===== src/rtl/stack_ctrl_pkg.sv =====
// Shared encodings and default widths for the stack RAM sequencer.
package stack_ctrl_pkg;

    localparam int STK_ADDR_W = 8;
    localparam int STK_DATA_W = 32;

    localparam logic [1:0] OP_PUSH = 2'b00;
    localparam logic [1:0] OP_POP  = 2'b01;
    localparam logic [1:0] OP_PEEK = 2'b10;

    typedef enum logic [2:0] {
        ST_IDLE  = 3'd0,
        ST_WRITE = 3'd1,
        ST_RADDR = 3'd2,
        ST_RWAIT = 3'd3,
        ST_RESP  = 3'd4
    } state_t;

endpackage


===== src/rtl/stack_ctrl.sv =====
// Stack RAM sequencer: push takes 2 cycles, pop/peek strobe 3 cycles after accept; one op in flight.
// req_ready is high only in IDLE; responses have no backpressure. STACK_GUARD_EN adds ovf/unf guarding.
module stack_ctrl
    import stack_ctrl_pkg::*;
#(
    parameter int ADDR_W = STK_ADDR_W,
    parameter int DATA_W = STK_DATA_W
) (
    input  logic              CLK,
    input  logic              resetn,
    input  logic              req_valid,
    output logic              req_ready,
    input  logic [1:0]        req_op,
    input  logic [DATA_W-1:0] req_wdata,
    output logic              rsp_valid,
    output logic [DATA_W-1:0] rsp_rdata,
    output logic [ADDR_W:0]   depth,
    output logic              empty,
    output logic              full,
    output logic [ADDR_W-1:0] ram_addr,
    output logic [DATA_W-1:0] ram_wdata,
    output logic              ram_wen,
    input  logic [DATA_W-1:0] ram_rdata,
    input  logic              err_clr,
    output logic              err_ovf,
    output logic              err_unf
);

    localparam logic [ADDR_W-1:0] SP_ONE   = {{(ADDR_W-1){1'b0}}, 1'b1};
    localparam logic [ADDR_W:0]   CNT_ONE  = {{ADDR_W{1'b0}}, 1'b1};
    localparam logic [ADDR_W:0]   CNT_FULL = {1'b1, {ADDR_W{1'b0}}};

    state_t            state_q, state_d;
    logic [ADDR_W-1:0] sp_q, sp_d;
    logic [ADDR_W:0]   depth_q, depth_d;
    logic              empty_q, full_q;
    logic              ready_q, ready_d;
    logic              rsp_valid_q, rsp_valid_d;
    logic [DATA_W-1:0] rsp_rdata_q, rsp_rdata_d;
    logic [ADDR_W-1:0] ram_addr_q, ram_addr_d;
    logic [DATA_W-1:0] ram_wdata_q, ram_wdata_d;
    logic              ram_wen_q, ram_wen_d;
    logic              pop_q, pop_d;
    // noop marks a guarded op: no RAM write, no pointer move, zero read data
    logic              noop_q, noop_d;
`ifdef STACK_GUARD_EN
    logic              ovf_set, unf_set;
    logic              ovf_q, unf_q;
`endif

    always_comb begin
        state_d     = state_q;
        sp_d        = sp_q;
        depth_d     = depth_q;
        ready_d     = 1'b0;
        rsp_valid_d = 1'b0;
        rsp_rdata_d = rsp_rdata_q;
        ram_addr_d  = ram_addr_q;
        ram_wdata_d = ram_wdata_q;
        ram_wen_d   = 1'b0;
        pop_d       = pop_q;
        noop_d      = noop_q;
`ifdef STACK_GUARD_EN
        ovf_set     = 1'b0;
        unf_set     = 1'b0;
`endif
        case (state_q)
            ST_IDLE: begin
                ready_d = 1'b1;
                if (req_valid && ready_q) begin
                    ready_d    = 1'b0;
                    state_d    = ST_RADDR;
                    ram_addr_d = sp_q - SP_ONE;
                    pop_d      = 1'b0;
`ifdef STACK_GUARD_EN
                    noop_d     = empty_q;
                    unf_set    = empty_q;
`else
                    noop_d     = 1'b0;
`endif
                    case (req_op)
                        OP_PUSH: begin
                            state_d     = ST_WRITE;
                            ram_addr_d  = sp_q;
                            ram_wdata_d = req_wdata;
`ifdef STACK_GUARD_EN
                            noop_d      = full_q;
                            ram_wen_d   = !full_q;
                            ovf_set     = full_q;
                            unf_set     = 1'b0;
`else
                            noop_d      = 1'b0;
                            ram_wen_d   = 1'b1;
`endif
                        end
                        OP_POP:  pop_d = 1'b1;
                        OP_PEEK: pop_d = 1'b0;
                        default: pop_d = 1'b0;
                    endcase
                end
            end
            ST_WRITE: begin
                state_d = ST_IDLE;
                ready_d = 1'b1;
                if (!noop_q) begin
                    sp_d = sp_q + SP_ONE;
                    if (depth_q != CNT_FULL) depth_d = depth_q + CNT_ONE;
                end
            end
            ST_RADDR: state_d = ST_RWAIT;
            ST_RWAIT: begin
                state_d     = ST_RESP;
                rsp_valid_d = 1'b1;
                rsp_rdata_d = noop_q ? '0 : ram_rdata;
                if (pop_q && !noop_q) begin
                    sp_d = sp_q - SP_ONE;
                    if (depth_q != '0) depth_d = depth_q - CNT_ONE;
                end
            end
            ST_RESP: begin
                state_d = ST_IDLE;
                ready_d = 1'b1;
            end
            default: state_d = ST_IDLE;
        endcase
    end

    always_ff @(posedge CLK or negedge resetn) begin
        if (!resetn) begin
            state_q     <= ST_IDLE;
            sp_q        <= '0;
            depth_q     <= '0;
            empty_q     <= 1'b1;
            full_q      <= 1'b0;
            ready_q     <= 1'b0;
            rsp_valid_q <= 1'b0;
            rsp_rdata_q <= '0;
            ram_addr_q  <= '0;
            ram_wdata_q <= '0;
            ram_wen_q   <= 1'b0;
            pop_q       <= 1'b0;
            noop_q      <= 1'b0;
        end else begin
            state_q     <= state_d;
            sp_q        <= sp_d;
            depth_q     <= depth_d;
            empty_q     <= (depth_d == '0);
            full_q      <= (depth_d == CNT_FULL);
            ready_q     <= ready_d;
            rsp_valid_q <= rsp_valid_d;
            rsp_rdata_q <= rsp_rdata_d;
            ram_addr_q  <= ram_addr_d;
            ram_wdata_q <= ram_wdata_d;
            ram_wen_q   <= ram_wen_d;
            pop_q       <= pop_d;
            noop_q      <= noop_d;
        end
    end

`ifdef STACK_GUARD_EN
    // a new error in the same cycle as err_clr keeps the flag set
    always_ff @(posedge CLK or negedge resetn) begin
        if (!resetn) begin
            ovf_q <= 1'b0;
            unf_q <= 1'b0;
        end else begin
            ovf_q <= ovf_set | (ovf_q & ~err_clr);
            unf_q <= unf_set | (unf_q & ~err_clr);
        end
    end
    assign err_ovf = ovf_q;
    assign err_unf = unf_q;
`else
    logic unused_err_clr;
    assign unused_err_clr = err_clr;
    assign err_ovf = 1'b0;
    assign err_unf = 1'b0;
`endif

    assign req_ready = ready_q;
    assign rsp_valid = rsp_valid_q;
    assign rsp_rdata = rsp_rdata_q;
    assign depth     = depth_q;
    assign empty     = empty_q;
    assign full      = full_q;
    assign ram_addr  = ram_addr_q;
    assign ram_wdata = ram_wdata_q;
    assign ram_wen   = ram_wen_q;

endmodule


===== config.mk =====
export PLATFORM = sky130hd
export DESIGN_NAME = stack_ctrl
export DESIGN_NICKNAME = d
export VERILOG_FILES = /design/src/rtl/stack_ctrl_pkg.sv /design/src/rtl/stack_ctrl.sv
export SDC_FILE = /design/constraint.sdc
export NUM_CORES = 1
export LEC_CHECK = 0
export ABC_CLOCK_PERIOD_IN_PS = 2410
export BUFFER_PORTS_ARGS = -buffer_cell sky130_fd_sc_hd__buf_2
export CORE_MARGIN = 2
export CORE_UTILIZATION = 35
export CTS_CLUSTER_DIAMETER = 100
export DETAILED_ROUTE_END_ITERATION = 16
export GPL_TIMING_DRIVEN = 0
export PLACE_DENSITY = 0.59
export SYNTH_ARGS = -nofsm -noshare
export SYNTH_HDL_FRONTEND = slang
export SYNTH_SLANG_ARGS = --single-unit
export TNS_END_PERCENT = 10

===== constraint.sdc =====
create_clock -name CLK -period 2.41 [get_ports CLK]
set_input_delay 0 -clock CLK [delete_from_list [all_inputs] [get_ports CLK]]
set_output_delay 0 -clock CLK [all_outputs]
set_load 0.02 [all_outputs]

==> results of run 1 <==
==> cell families (layout without fill, tap and decap cells) <==
| family | Yosys count | in the layout | synth area share |
|---|---|---|---|
| multiplexers | 34 | 34 | 0.0864 |
| adder cells (fa/ha/maj) | 5 | 5 | 0.0142 |
| other | 1 | 2 | 0.000849 |
| AO/OA/AOI/OAI | 44 | 44 | 0.0632 |
| buffers and inverters | 40 | 281 | 0.0405 |
| flip-flops | 98 | 98 | 0.555 |
| AND/OR/NAND/NOR | 192 | 192 | 0.200 |
| XOR/XNOR | 20 | 20 | 0.0396 |
==> placed cells by master (no fill, tap or decap), drive strengths merged, types with 4 or more instances in the layout <==
master,n
nand3,12
inv,12
buf,171
xnor2,13
xor2,7
o21ai,8
mux2,33
and3,4
nand2,115
a31oi,5
nor4,4
clkbuf,28
nor3,11
ha,5
nor2,21
dlygate4sd3,67
dfrtp,97
nand4,4
a21oi,15
==> registers in the layout, indices dropped and copies added, names as in the netlist <==
name	count
rsp_valid	1
req_ready	1
state_q	3
rsp_rdata	32
sp_q	8
pop_q	1
empty	1
depth	9
ram_wdata	32
full	1
ram_addr	8
ram_wen	1
==> cell usage after synthesis, types with 2 or more instances <==
master / number / area share
or4_1: 3 / 0.0051
nor2_1: 21 / 0.018
dfrtp_1: 97 / 0.55
nor4_2: 3 / 0.0085
nand3_1: 12 / 0.014
xnor2_1: 13 / 0.026
mux2_2: 33 / 0.084
o21ai_0: 8 / 0.0091
or2_2: 2 / 0.0028
ha_1: 5 / 0.014
and2_1: 2 / 0.0028
o22ai_1: 3 / 0.0042
xor2_1: 7 / 0.014
nand4_1: 4 / 0.0057
buf_2: 8 / 0.0091
nand2b_1: 2 / 0.0028
o211ai_1: 2 / 0.0034
a21oi_1: 15 / 0.017
clkbuf_1: 15 / 0.013
and3_1: 4 / 0.0057
inv_1: 12 / 0.010
nand2_1: 115 / 0.098
or3_1: 2 / 0.0028
nor3_1: 11 / 0.012
nor3b_1: 2 / 0.0034
a31oi_1: 5 / 0.0071
nand3b_1: 2 / 0.0034
buf_4: 3 / 0.0051
==> worst paths after layout <==
kind                                              to  cells past startpoint
min                           state_q[0]$_DFFE_PN0N_                      3
max reg2reg                          empty$_DFF_PN1_                      8
min reg2reg                rsp_rdata[28]$_DFFE_PN0P_                      2
max                                  empty$_DFF_PN1_                      8
max in group asynchronous         depth[0]$_DFF_PN0_                      3
min in group asynchronous  rsp_rdata[21]$_DFFE_PN0P_                      2
==> layout make-up <==
class | count | area [µm²]
Timing Repair Buffer | 226 | 1500
Inverter | 13 | 51.3
Sequential cell | 98 | 2460
Buffer | 27 | 133
Multi-Input combinational cell | 297 | 1830
Fill cell | 1141 | 5990
Tap cell | 172 | 215
Clock buffer | 13 | 250
Clock inverter | 2 | 37.5
==> worst max-delay path, cell delays in order (launching register included) <==
cell     delay, ps
dfrtp_2        440
inv_4           90
ha_2           190
or4b_4         510
nand4_1        120
a21oi_1         70
a31o_1         200
or3_4          410
nor4_4         200
==> through the flow <==
stage | total power (µW) | area (µm²) | hold slack, ps | setup WS [ps] | util
floorplan | 5380 | 4420 | -296 | 41.6 | -
global route | 8890 | 6470 | 33.7 | -8.02 | 0.519
global placement | 6560 | 5410 | 191 | -70.8 | 0.434
finish | 8270 | 6470 | 18.0 | 92.3 | 0.519
detailed placement | 6650 | 5440 | 26.0 | -118 | 0.436
CTS | 8210 | 6410 | 11.4 | -22.7 | 0.514
==> layer usage <==
| metal | track usage | up-vias |
|---|---|---|
| met3 | 0.0394 | 22 |
| met5 | 0 | - |
| met2 | 0.300 | 138 |
| met4 | 0.0802 | 0 |
| li1 | - | 1922 |
| met1 | 0.208 | 1895 |
==> power groups by stage <==
stage               sequential, µW  clock (µW)  combinational (µW)
finish                        2890        1410                3980
global route                  2980        1530                4380
CTS                           2890        1460                3860
detailed placement            2900           0                3760
global placement              2870           0                3700
floorplan                     3710           0                1680
==> what timing repair did <==
action,in CTS,in global routing
setup buffers,0,4
hold buffers,67,0
gates resized for setup,4,11
endpoints found under the hold margin,106,0
endpoints found under the setup margin,32,6
==> reports/results.txt, run 1 <==
Clk Latency, worst-skew pair = 340 ps
# IOs = 158
Internal power = 4790 µW
Req. time, crit path = 2660 ps
Non-Filler Instances = 848
Startpoint types = flip-flop
M1 WL = 4840 µm
Die Span Y = 116 µm
Worst r2r src = depth[0]$_DFF_PN0_
Crit path launch = depth[0]$_DFF_PN0_
Ant diodes = 0
Prevailing post-synth register cell = dfrtp_1
Vias/cell = 4.69
Area delta synth->final = 46.6%
Slew @ Worst Pin = 569 ps
Count of cell types in the netlist = 51
DR DRC count = 0
Switching power = 3480 µW
Routed Antenna Nets = 0
Slew HR = 0.618
Post-synth EDFFs = 0
Htree depth = 3
CTS Buf Count = 9
Critical path capture point type = flip-flop
Met3 routed WL = 684 µm
Register-to-Register Setup Slack = 90 ps
TritonCTS clock tree = done
Status = complete, no violations
Syn avg cell area = 10.2 µm²
Yosys reg bits = 98
Post-DP HPWL = 7600 µm
Clock sinks = 98
Reg power frac = 0.349
Crit path max fanout = 5
Seq/Total Area, Yosys = 0.555
Sw Share = 0.420
Die Footprint = 13500 µm²
1st-pass router iterations = 5
WL/cell = 13.5 µm
Initial Utilization = 0.354
Initial antenna violation count = 0
Max Cap Viol = 0
Final setup TNS = 0 ps
Hold crit path type = in -> reg
Placer Congestion = 0.838
Setup CP Type = reg -> reg
All-Layer GR Usage = 0.174
Fmax = 431 MHz
Horiz. Die Dim = 116 µm
Pwr per Cell Area = 1280 nW/µm²
Fraction of registers with async set/reset = 1.00
Synth Instances = 434
Core ar. = 12500 µm²
Wirelength, routed = 11400 µm
Clk buf depth = 2
Netlist Area Pre-Place = 4420 µm²
Tmin final = 2320 ps
Power share of the clock group = 0.170
Nets@finish = 747
Largest net degree at the start of global routing = 57
Drt first-iter violations = 160
Placed cells = 762
Worst-path clk slew = 60 ps
Share of layout cells above drive strength 1 = 0.351
Total grt overflow = 0
Final Hold Fails = 0
PortBufs = 154
Final setup fails = 0
Metal2 WL = 5640 µm
Static Leak = 0.00319 µW
Max rail drop VDD = 0.629 mV
RSZ-0062 raised after global routing = yes
Hold Crit Start = req_valid
Logic gate share of total power = 0.481
Tcrit/Tclk final = 0.962
Count of pins over their slew limit = 0
First-pass GRT wire length = 18600 µm
Number of global-route vias before repair = 3902
Max layer used = met4
Worst Clk Skew = 6.37 ps
CP arrival = 2570 ps
YS warnings = 0
Vias = 3977
Clock root buffer = clkbuf_16
Number of core rows = 41
(Power assumes the default switching activity.)
==> run 2, diff against run 1 <==
--- a/config.mk
+++ b/config.mk
@@ -5,9 +5,10 @@
 export SDC_FILE = /design/constraint.sdc
 export NUM_CORES = 1
 export LEC_CHECK = 0
+export ABC_AREA = 0
 export ABC_CLOCK_PERIOD_IN_PS = 2410
 export BUFFER_PORTS_ARGS = -buffer_cell sky130_fd_sc_hd__buf_2
-export CORE_MARGIN = 2
+export CORE_MARGIN = 3
 export CORE_UTILIZATION = 35
 export CTS_CLUSTER_DIAMETER = 100
 export DETAILED_ROUTE_END_ITERATION = 16
==> constraint.sdc (replaced) <==
create_clock -name CLK -period 2.41 [get_ports CLK]
set_input_delay 0.1205 -clock CLK [delete_from_list [all_inputs] [get_ports CLK]]
set_output_delay 0.1205 -clock CLK [all_outputs]
set_load 0.02 [all_outputs]
==> run 2 against run 1 <==
Compared with the run above: die area grew 3.5%; setup slack worse by 35 ps; global-route usage is 0.79 points lower; critical path type unchanged; largest cell class unchanged.
==> reports/results.txt, run 2 (same netlist as run 1, synthesis figures left out) <==
Area delta synth->final = 43.3%
Placer Congestion = 0.847 (+1.1%)
Total Power = 8480 µW (+2.5%)
Critical Path, Cell by Cell = inv_1 -> ha_2 -> or4b_4 -> nand4_1 -> a21oi_1 -> a31o_1 -> or3_4 -> nor4_2
1st-pass router iterations = 4 (-1)
WHS = 14.4 ps (-3.57 ps)
Slew HR = 0.649 (+0.0308)
Vias/cell = 4.69 (about the same)
Number of global-route vias before repair = 3971 (+1.8%)
First-pass GRT wire length = 19200 µm (+3.3%)
Largest net degree at the start of global routing = 73 (+28%)
Core Util, Final = 0.520 (+0.00105)
Final Hold Fails = 0 (unchanged)
Initial antenna violation count = 0 (unchanged)
Req. time, crit path = 2660 ps (about the same)
Initial Utilization = 0.363 (+0.00886)
Max Cap Viol = 0 (unchanged)
CP max stage cell = or4b_4
Crit path max fanout = 5 (unchanged)
CP arrival = 2600 ps (+30 ps)
Ant diodes = 0 (unchanged)
DR DRC count = 0 (unchanged)
Setup CP Type = reg -> reg
# IOs = 158 (unchanged)
Horiz. Die Dim = 118 µm (+1.7%)
Fmax = 425 MHz (-1.5%)
Number of core rows = 40 (-2.4%)
Clk Latency, worst-skew pair = 340 ps (about the same)
Pwr per Cell Area = 1340 nW/µm² (+4.9%)
CTS Buf Count = 9 (unchanged)
Commonest non-fill, non-tap cell in the layout = buf_2
Post-DP HPWL = 7980 µm (+5.1%)
Clock sinks = 98 (unchanged)
Final setup TNS = 0 ps (unchanged)
RSZ-0062 raised after global routing = yes
Number of buffers and inverters on the critical path = 1 (unchanged)
Clk buf depth = 2 (unchanged)
Drt first-iter violations = 133 (-17%)
Nets@finish = 728 (-2.5%)
Core ar. = 12200 µm² (-2.4%)
Count of pins over their slew limit = 0 (unchanged)
Startpoint types = flip-flop
Final setup fails = 0 (unchanged)
TritonCTS clock tree = done
Placed cells = 758 (-0.52%)
Cell family with most CP delay = simple AND/OR/NAND/NOR gates
Worst path max stage delay = 500 ps (about the same)
Die Span Y = 118 µm (+1.7%)
Routed Antenna Nets = 0 (unchanged)
Total grt overflow = 0 (unchanged)
Most frequent cells in the layout = buf_2, nand2_1, dfrtp_1
Worst-path clk slew = 70 ps (about the same)
Status = complete, no violations
Tmin final = 2350 ps (+34.9 ps)
Clock root buffer = clkbuf_16
Max rail drop VDD = 0.549 mV (-13%)
Hold crit path type = in -> reg
Share of layout cells above drive strength 1 = 0.365 (+0.0141)
Tcrit/Tclk final = 0.976 (+0.0145)
WL/cell = 14.0 µm (+3.7%)
Static Leak = 0.00316 µW (-1.2%)
Non-Filler Instances = 826 (-2.6%)
Die Footprint = 14000 µm² (+3.5%)
Wirelength, routed = 11500 µm (+0.99%)
All-Layer GR Usage = 0.166 (-0.00793)
Critical path capture point type = flip-flop
# fillers = 1091 (-4.4%)
PortBufs = 154 (unchanged)
Vias = 3873 (-2.6%)
Worst Clk Skew = 5.56 ps (-0.807 ps)
Slew @ Worst Pin = 523 ps (-45.9 ps)
Htree depth = 3 (unchanged)
-- run 2: per-stage QoR --
step | area [µm²] | setup slack [ps]
after floorplan | 4420 | 41.6
after global placement | 5400 | -11.3
after detailed placement | 5430 | -35.2
after CTS | 6270 | 5.64
after global routing | 6330 | -74.9
final | 6330 | 57.4
-- run 2: what timing repair did --
action                                  CTS  global route
hold endpoints to repair                 71             0
resized for setup                         4             9
pin swaps                                 0             0
setup buffers                             0             5
endpoints found under the setup margin   32            19
hold buffers                             47             0
-- run 2: worst reg2reg max path: cells and delay by family, from the launching register on --
kind	cells	cell delay, ps
AO/OA/AOI/OAI	2	270
AND/OR/NAND/NOR	4	1230
buffers and inverters	1	120
flip-flops	1	440
adder cells (fa/ha/maj)	1	200
-- run 2: worst paths after layout --
check / end / cells past startpoint / start / slack (ps)
max: empty$_DFF_PN1_ / 8 / depth[1]$_DFF_PN0_ / 60
min: ram_wdata[13]$_DFFE_PN0P_ / 2 / req_wdata[13] / 10
min reg2reg: rsp_rdata[11]$_DFFE_PN0P_ / 2 / rsp_rdata[11]$_DFFE_PN0P_ / 470
max in group asynchronous: depth[1]$_DFF_PN0_ / 3 / resetn / 1480
max reg2reg: empty$_DFF_PN1_ / 8 / depth[1]$_DFF_PN0_ / 60
min in group asynchronous: ram_wdata[9]$_DFFE_PN0P_ / 2 / resetn / 240
-- run 2: report_power, final --
part | total [µW] | internal, µW | switching (µW)
Sequential | 2880 | 2420 | 465
Clock | 1670 | 1050 | 618
Combinational | 3920 | 1520 | 2410
-- run 2: area by class of cell --
class                           count  area, µm²  share of cell area
Clock buffer                       11        243              0.0383
Multi-Input combinational cell    297       1820               0.287
Clock inverter                      5        110              0.0174
Buffer                             27        134              0.0212
Timing Repair Buffer              207       1310               0.207
Sequential cell                    98       2460               0.388
Inverter                           13       48.8             0.00771
Tap cell                          168        210              0.0332
-- run 2: metal layers --
layer,wire (µm),track usage
met1,4950,0.206
met4,220,0.0703
met2,5750,0.281
met3,624,0.0354
met5,0,0
==> run 3, diff against run 2 <==
--- a/config.mk
+++ b/config.mk
@@ -8,12 +8,14 @@
 export ABC_AREA = 0
 export ABC_CLOCK_PERIOD_IN_PS = 2410
 export BUFFER_PORTS_ARGS = -buffer_cell sky130_fd_sc_hd__buf_2
+export CELL_PAD_IN_SITES_DETAIL_PLACEMENT = 1
+export CELL_PAD_IN_SITES_GLOBAL_PLACEMENT = 2
 export CORE_MARGIN = 3
-export CORE_UTILIZATION = 35
+export CORE_UTILIZATION = 30
 export CTS_CLUSTER_DIAMETER = 100
 export DETAILED_ROUTE_END_ITERATION = 16
 export GPL_TIMING_DRIVEN = 0
-export PLACE_DENSITY = 0.59
+export PLACE_DENSITY = 0.79
 export SYNTH_ARGS = -nofsm -noshare
 export SYNTH_HDL_FRONTEND = slang
 export SYNTH_SLANG_ARGS = --single-unit
==> run 3 against run 2 <==
Compared with the run above: die area increased by 16%; hold slack hardly changed; largest power group unchanged; total power is 0.81% lower; critical path type unchanged; largest cell class unchanged; global-route usage is 0.52 points higher.
==> reports/results.txt, run 3 (same netlist as run 1, synthesis figures left out) <==
Ant diodes = 0 (unchanged)
RSZ-0062 raised after global routing = yes
R2R depth = 8 (unchanged)
Final instance area = 6440 µm² (+1.7%)
Reg-to-Reg End = empty$_DFF_PN1_
TritonCTS clock tree = done
Horiz. Die Dim = 127 µm (+7.6%)
Area delta synth->final = 45.7%
Hold crit path type = in -> reg
All-Layer GR Usage = 0.172 (+0.00524)
CP arrival = 2600 ps (about the same)
Startpoint types = flip-flop
Slew HR = 0.622 (-0.0268)
Slew @ Worst Pin = 567 ps (+44.2 ps)
Clk Latency, worst-skew pair = 350 ps (about the same)
Count of pins over their slew limit = 0 (unchanged)
Total Power = 8410 µW (-0.81%)
DR DRC count = 0 (unchanged)
Pwr per Cell Area = 1310 nW/µm² (-2.5%)
Critical Path, Cell by Cell = inv_2 -> ha_2 -> or4b_4 -> nand4_1 -> a21oi_1 -> a31o_1 -> or3_4 -> nor4_2
Tcrit/Tclk final = 0.968 (-0.00854)
Static Leak = 0.00318 µW (+0.87%)
Worst path max stage delay = 500 ps (about the same)
Most frequent cells in the layout = buf_2, nand2_1, dfrtp_1
Critical path capture point = empty$_DFF_PN1_
Clock root buffer = clkbuf_16
Core ar. = 14100 µm² (+16%)
Vias/cell = 4.74 (+1.1%)
WHS = 14.4 ps (-0.0823 ps)
First-pass GRT wire length = 22200 µm (+16%)
Req. time, crit path = 2680 ps (+20 ps)
Status = complete, no violations
Clk buf depth = 2 (unchanged)
Max Cap Viol = 0 (unchanged)
CTS Buf Count = 9 (unchanged)
Number of core rows = 43 (+7.5%)
Fmax = 429 MHz (+0.88%)
Initial antenna violation count = 0 (unchanged)
Crit path launch = depth[1]$_DFF_PN0_
Share of layout cells above drive strength 1 = 0.361 (-0.00409)
PortBufs = 154 (unchanged)
Post-DP HPWL = 9200 µm (+15%)
Tmin final = 2330 ps (-20.6 ps)
Die Span Y = 127 µm (+7.6%)
Routed Antenna Nets = 0 (unchanged)
Setup CP Type = reg -> reg
Placer Congestion = 0.831 (-1.9%)
Register-to-Register Setup Slack = 80 ps (+20 ps)
Placed inst area = 5450 µm² (+0.28%)
Commonest non-fill, non-tap cell in the layout = buf_2
# IOs = 158 (unchanged)
WL/cell = 16.0 µm (+14%)
Drt first-iter violations = 140 (+5.3%)
Htree depth = 3 (unchanged)
Vias = 4034 (+4.2%)
Initial Utilization = 0.312 (-0.0510)
Max rail drop VDD = 0.617 mV (+12%)
Number of global-route vias before repair = 4381 (+10%)
Final setup fails = 0 (unchanged)
Worst Clk Skew = 9.96 ps (+4.40 ps)
Wirelength, routed = 13600 µm (+18%)
Total grt overflow = 0 (unchanged)
Critical path capture point type = flip-flop
1st-pass router iterations = 4 (unchanged)
CP max stage cell = or4b_4
Largest net degree at the start of global routing = 70 (-4.1%)
Nets@finish = 741 (+1.8%)
Worst-path clk slew = 70 ps (about the same)
Clock sinks = 98 (unchanged)
Hold-critical path depth = 2 (unchanged)
Worst r2r src = depth[1]$_DFF_PN0_
Final Hold Fails = 0 (unchanged)
Die Footprint = 16200 µm² (+16%)
Crit path max fanout = 6 (+1)
run 3: changes by cell type in the layout (fill, tap and decap cells not counted), sizes merged:
cell / delta
inv: +1
dlygate4sd3: +14
buf: -1
clkinvlp: +2
bufinv: -2
clkbuf: -1
run 3: cell type report:
type                       instances  area, µm²
multi-input combinational        297       1820
buffer                            26        131
fill                            1638       7710
timing repair buffer             221       1450
clock buffer                      10        229
inverter                          13       52.6
clock inverter                     6       73.8
sequential                        98       2460
tap                              180        225
run 3: worst max-delay path: cells and delay by family (launching register included):
family	cells	cell delay [ps]
AO/OA/AOI/OAI	2	270
buffers and inverters	1	100
AND/OR/NAND/NOR	4	1230
adder cells (fa/ha/maj)	1	190
flip-flops	1	460
run 3: where the power goes:
group          total, µW  switching, µW  internal (µW)
clock               1490            668            819
combinational       4010           2470           1540
sequential          2920            497           2420
run 3: repair_timing:
item,4_1_cts,5_1_grt
pin swaps,0,1
endpoints found under the hold margin,85,3
hold buffers,58,3
resized for setup,7,9
setup endpoints to repair,62,33
setup buffers,0,5
run 3: metrics by stage:
stage | TNS (ps) | cells | worst slack (ps) | utilization
floorplan | 0 | 435 | 41.6 | -
global placement | -3990 | 769 | -118 | 0.383
detailed placement | -6240 | 770 | -176 | 0.385
CTS | 0 | 844 | 3.08 | 0.449
global route | -9.08 | 851 | -5.60 | 0.455
finish | 0 | 851 | 78.0 | 0.455
run 3: worst min path at each step:
stage / startpoint / to / slack (ps)
2_1_floorplan: resetn / depth[0]$_DFF_PN0_ / -180
3_3_place_gp: ram_rdata[20] / rsp_rdata[20]$_DFFE_PN0P_ / 310
3_5_place_dp: resetn / ram_wdata[29]$_DFFE_PN0P_ / 90
4_1_cts: req_wdata[31] / ram_wdata[31]$_DFFE_PN0P_ / 0.3
5_1_grt: req_wdata[25] / ram_wdata[25]$_DFFE_PN0P_ / 2
6_report: req_wdata[31] / ram_wdata[31]$_DFFE_PN0P_ / 10
run 3: layer usage:
layer / GRT usage / up-vias / part of all wire
met2: 0.298 / 117 / 0.51
met4: 0.0606 / 0 / 0.022
met3: 0.0468 / 25 / 0.055
met1: 0.205 / 1971 / 0.41
li1: - / 1921 / -
met5: 0 / - / 0
